File: src/rtl/div_stall_unit.sv
// div_stall_unit
//   Multi-cycle restoring divider for MIPS DIV/DIVU in the EX stage. It raises
//   a stall while a divide runs and emits a one-cycle done pulse when the
//   HI/LO results are ready.
//   Ports:
//     clk, rst              clock; synchronous active-high reset
//     start, is_signed      DIV/DIVU request (is_signed=1 -> DIV)
//     cancel                exception flush, aborts any operation
//     dividend, divisor     rs / rt operands, sampled on accept
//     quotient, remainder   LO / HI results, held until the next completion
//     stall                 combinational pipeline hold request
//     done                  registered one-cycle result-valid pulse
module div_stall_unit #(
    parameter int WIDTH = 32
) (
    input  logic             clk,
    input  logic             rst,
    input  logic             start,
    input  logic             is_signed,
    input  logic             cancel,
    input  logic [WIDTH-1:0] dividend,
    input  logic [WIDTH-1:0] divisor,
    output logic [WIDTH-1:0] quotient,
    output logic [WIDTH-1:0] remainder,
    output logic             stall,
    output logic             done
);
    localparam logic [1:0] S_IDLE = 2'd0;
    localparam logic [1:0] S_CALC = 2'd1;
    localparam logic [1:0] S_DONE = 2'd2;

    localparam int            CW   = (WIDTH > 1) ? $clog2(WIDTH) : 1;
    localparam logic [CW-1:0] LAST = CW'(WIDTH - 1);

    logic [1:0]       state;
    logic [CW-1:0]    cnt;
    logic [WIDTH-1:0] rem_q;    // partial remainder
    logic [WIDTH-1:0] quo_q;    // dividend bits shifting out, quotient bits shifting in
    logic [WIDTH-1:0] dvs_mag;
    logic             neg_q;    // negate quotient at the end
    logic             neg_r;    // negate remainder at the end

    logic accept;
    assign accept = (state != S_CALC) && start && !cancel;

    // Held low during reset so the pipeline is never frozen by a stale state.
    assign stall = !rst && ((state == S_CALC) || accept);

    // Operand magnitudes; 0x80000000 maps onto itself, read as unsigned.
    logic [WIDTH-1:0] dvd_abs, dvs_abs;
    assign dvd_abs = (is_signed && dividend[WIDTH-1]) ? -dividend : dividend;
    assign dvs_abs = (is_signed && divisor[WIDTH-1])  ? -divisor  : divisor;

    // One restoring step. rem_q < dvs_mag always, so the shifted value fits in
    // WIDTH+1 bits and the trial's top bit is a valid borrow/sign flag.
    logic [WIDTH:0]   rem_sh, trial;
    logic [WIDTH-1:0] rem_nx, quo_nx, q_fix, r_fix;
    always_comb begin
        rem_sh = {rem_q, quo_q[WIDTH-1]};
        trial  = rem_sh - {1'b0, dvs_mag};
        if (!trial[WIDTH]) begin
            rem_nx = trial[WIDTH-1:0];
            quo_nx = {quo_q[WIDTH-2:0], 1'b1};
        end else begin
            rem_nx = rem_sh[WIDTH-1:0];
            quo_nx = {quo_q[WIDTH-2:0], 1'b0};
        end
        q_fix = neg_q ? -quo_nx : quo_nx;
        r_fix = neg_r ? -rem_nx : rem_nx;
    end

    always_ff @(posedge clk) begin
        if (rst) begin
            state     <= S_IDLE;
            cnt       <= '0;
            rem_q     <= '0;
            quo_q     <= '0;
            dvs_mag   <= '0;
            neg_q     <= 1'b0;
            neg_r     <= 1'b0;
            quotient  <= '0;
            remainder <= '0;
            done      <= 1'b0;
        end else begin
            done <= 1'b0;
            if (cancel) begin
                // Abort; previous results stay visible on quotient/remainder.
                state <= S_IDLE;
                cnt   <= '0;
            end else begin
                case (state)
                    S_CALC: begin
                        rem_q <= rem_nx;
                        quo_q <= quo_nx;
                        cnt   <= cnt + 1'b1;
                        if (cnt == LAST) begin
                            quotient  <= q_fix;
                            remainder <= r_fix;
                            done      <= 1'b1;
                            state     <= S_DONE;
                        end
                    end
                    default: begin
                        // IDLE or DONE: a new request may be taken here,
                        // including back-to-back in the done cycle.
                        if (accept) begin
                            rem_q   <= '0;
                            quo_q   <= dvd_abs;
                            dvs_mag <= dvs_abs;
                            // Zero divisor has sign bit 0, so it counts as positive.
                            neg_q   <= is_signed && (dividend[WIDTH-1] ^ divisor[WIDTH-1]);
                            neg_r   <= is_signed && dividend[WIDTH-1];
                            cnt     <= '0;
                            state   <= S_CALC;
                        end else begin
                            state <= S_IDLE;
                        end
                    end
                endcase
            end
        end
    end
endmodule
File: config.mk
export PLATFORM = sky130hd
export DESIGN_NAME = div_stall_unit
export DESIGN_NICKNAME = d
export VERILOG_FILES = /design/src/rtl/div_stall_unit.sv
export SDC_FILE = /design/constraint.sdc
export NUM_CORES = 1
export LEC_CHECK = 0
export BUFFER_PORTS_ARGS = -buffer_cell sky130_fd_sc_hd__buf_2
export CORE_MARGIN = 8
export CORE_UTILIZATION = 25
export CTS_BUF_LIST = sky130_fd_sc_hd__clkbuf_8
export CTS_CLUSTER_SIZE = 16
export DETAILED_ROUTE_END_ITERATION = 10
export GPL_TIMING_DRIVEN = 0
export HOLD_SLACK_MARGIN = 0.08
export PLACE_DENSITY = 0.53
export SYNTH_ARGS = -nofsm -noshare
export SYNTH_HDL_FRONTEND = slang
export SYNTH_SLANG_ARGS = --single-unit
File: constraint.sdc
create_clock -name clk -period 7.25 [get_ports clk]
set_clock_uncertainty 0.15 [all_clocks]
set_input_delay 1.0875 -clock clk [delete_from_list [all_inputs] [get_ports clk]]
set_output_delay 1.0875 -clock clk [all_outputs]
set_load 0.05 [all_outputs]
==> impl_metrics.yaml <==
finish:
  antenna_cells: 0
  drive_above_1_share_pct: 11.92
  nets: 1833
  layout_commonest_cell: "nor2_1"
  area_growth_pct: 15.38
  final_cell_mix: "nor2_1, dfxtp_1, nand2_1"
route:
  drc_errors: 0
  via_count: 12060
  firstDrtPassIters: 6
  routed_wl_mm: 43.75
  drtIter0Drc: 976
  ant_nets: 0
  wl_per_cell_um: 18.67
  viasPerCell: 5.145
sta:
  post-route-period-util_pct: 89.73
  max_slew_margin_pct: 42.61
  tightest_slew_ns: 0.8544
  whs_ns: 0.3039
  hold_viol: 0
  rsz0062_at_grt: "no"
  slew_violations: 0
  timing.fmax_mhz: 153.7
  setup_viol: 0
  fin_crit_ns: 6.506
  finalSetupTns_ns: 0
critical_path:
  reg2reg_setup_slack_ns: 0.74
  critical_path_class: "register to register"
  crit_fanout: 10
  cp_slowest_stage_delay_ns: 0.67
  r2r.worst_path.cells: 23
  critical_path.slowest_cell: "a2111oi_2"
  cp-end-kind: "register"
  crit_path_end: "remainder[30]"
  r2r_start: "quo_q[31]"
  cp-startpoint: "quo_q[31]"
  worstSetupStartpointType: "register"
  path_cells: "inv_1, ha_1, inv_1, fa_1, a211oi_4, nor3_2, o211ai_1, nand3b_1, o21ai_2, nor2_4, buf_6, inv_2, buf_2, buf_2, buf_2, o21ai_0, inv_1, ha_1, o21ai_1, a2111oi_2, nand2_2, o211a_1, or3_1"
  r2r-end: "remainder[30]"
  arrival_ns: 6.71
  worstPathRequired_ns: 7.46
synthesis:
  syn_area_per_cell_um2: 7.402
  synth_cell_types: 78
  ys_ff_latch: 170
  synth.net_count: 1680
  syn_inst: 1572
  yosys_most_used_dff: "dfxtp_1"
  synth_area_mm2: 0.01164
  yosysSeqAreaShare_pct: 29.25
  yosys_warnings: 0
  synth_edf_count: 0
  synthArstFlopShare_pct: 0
flow_run:
  max_cap_violations: 0
power:
  ir_drop_mv: 0.09558
  p_leak_nw: 5.206
  pwr_density_cell_mw_per_mm2: 157.8
floorplan:
  core_mm2: 0.04626
  core.rowCount: 79
  pin_count: 135
  start_util_pct: 25.15
  dieWidth_um: 231.7
  die_h_um: 231.7
  die_area_mm2: 0.05370
cts:
  cts_tree: "done"
  postCtsSetupRepairBufs: 0
  clock-sinks: 170
  hold_buffers: 0
  cts_made_buffers: 17
  htreeDepth: 4
  cts-root-buf: "clkbuf_8"
  cts_resized: 0
  clk_pin_slew_ns: 0.10
  clk_latency_ns: 0.49
  clockBufferDepth: 2
place:
  dp_hpwl_mm: 36.21
  io_buffer_count: 134
  routabilityCongestion: 0.8956
global_route:
  track_usage_pct: 15.85
  antenna_found_initial: 0
  grt_pass1_wl_mm: 67.16
  overflow: 0
  grt_max_degree: 17
  grt_pass1_vias: 11620
status:
  status: "finished clean"
hold_path:
  hp-class: "register to register"
-- worst min-delay path by stage --
| stage | from | to | slack [ns] | cells past startpoint |
|---|---|---|---|---|
| 2_1_floorplan | dvs_mag[21] | dvs_mag[21] | 0.28 | 2 |
| 3_3_place_gp | dvs_mag[21] | dvs_mag[21] | 0.29 | 2 |
| 3_5_place_dp | remainder[9] | remainder[9] | 0.29 | 2 |
| 4_1_cts | remainder[9] | remainder[9] | 0.31 | 2 |
| 5_1_grt | dvs_mag[30] | dvs_mag[30] | 0.33 | 2 |
| 6_report | remainder[9] | remainder[9] | 0.30 | 2 |
-- Yosys cell counts, types with 22 or more instances --
master | instances | area share [%]
o21ai_0 | 70 | 3.0
clkbuf_1 | 83 | 2.7
o31ai_1 | 29 | 1.9
a21o_1 | 22 | 1.4
inv_1 | 56 | 1.8
a31oi_1 | 37 | 2.0
nor3_1 | 34 | 1.5
xnor2_1 | 40 | 3.0
nor2_1 | 239 | 7.7
nand2_1 | 149 | 4.8
or3_1 | 32 | 1.7
ha_1 | 38 | 4.1
dfxtp_1 | 170 | 29
a211oi_1 | 88 | 5.7
a21oi_1 | 136 | 5.8
xor2_1 | 80 | 6.0
nand3_1 | 31 | 1.3
-- critical path, delay by kind of cell, from the launching register on --
family | cells | cell delay [ns]
flip-flops | 1 | 0.35
adder cells (fa/ha/maj) | 3 | 0.86
AND/OR/NAND/NOR | 5 | 0.98
AO/OA/AOI/OAI | 7 | 2.53
buffers and inverters | 8 | 1.48
-- power breakdown --
group | total, mW | switching [mW] | internal, mW
clock | 0.654 | 0.382 | 0.272
combinational | 0.480 | 0.316 | 0.164
sequential | 0.985 | 0.0270 | 0.958
total | 2.12 | 0.725 | 1.39
-- stage by stage --
stage	utilization, %	power [mW]	area, µm²	instances	worst slack (ns)
finish	29.02	2.119	13430	2344	0.7444
global route	29.02	2.234	13430	2344	0.4357
CTS	29.02	2.133	13430	2344	0.8906
detailed placement	28.25	1.482	13070	2313	0.8974
global placement	28.25	1.477	13070	2313	1.020
floorplan	-	1.324	11640	1572	2.211
-- kinds of logic (layout without fill, tap and decap cells) --
group	after synthesis	in the layout	share of synthesized area (%)
flip-flops	170	170	29.25
AND/OR/NAND/NOR	586	586	23.02
multiplexers	24	24	2.097
adder cells (fa/ha/maj)	39	39	4.258
AO/OA/AOI/OAI	475	475	27.00
XOR/XNOR	120	120	9.032
buffers and inverters	158	323	5.344
-- metal layers --
metal / GRT usage, % / vias to the layer above / part of all wire, %
li1: - / 5962 / -
met1: 21.03 / 5728 / 46
met2: 26.16 / 325 / 46
met3: 3.152 / 46 / 5.4
met4: 3.718 / 0 / 2.1
met5: 0 / - / 0
-- layout make-up --
cell class,instances,area [µm²]
Fill cell,5176,32830
Multi-Input combinational cell,1244,7611
Sequential cell,170,3403
Tap cell,607,759.5
Timing Repair Buffer,134,670.6
Buffer,99,400.4
Clock buffer,17,234.0
Inverter,59,221.5
Clock inverter,14,125.1
-- registers in the layout, summed over array words and instances, names as in the netlist --
register / cells
neg_q: 1
neg_r: 1
dvs_mag: 32
rem_q: 32
state: 2
done: 1
quotient: 32
cnt: 5
quo_q: 32
remainder: 32
Power figures use the tool's default switching activity.
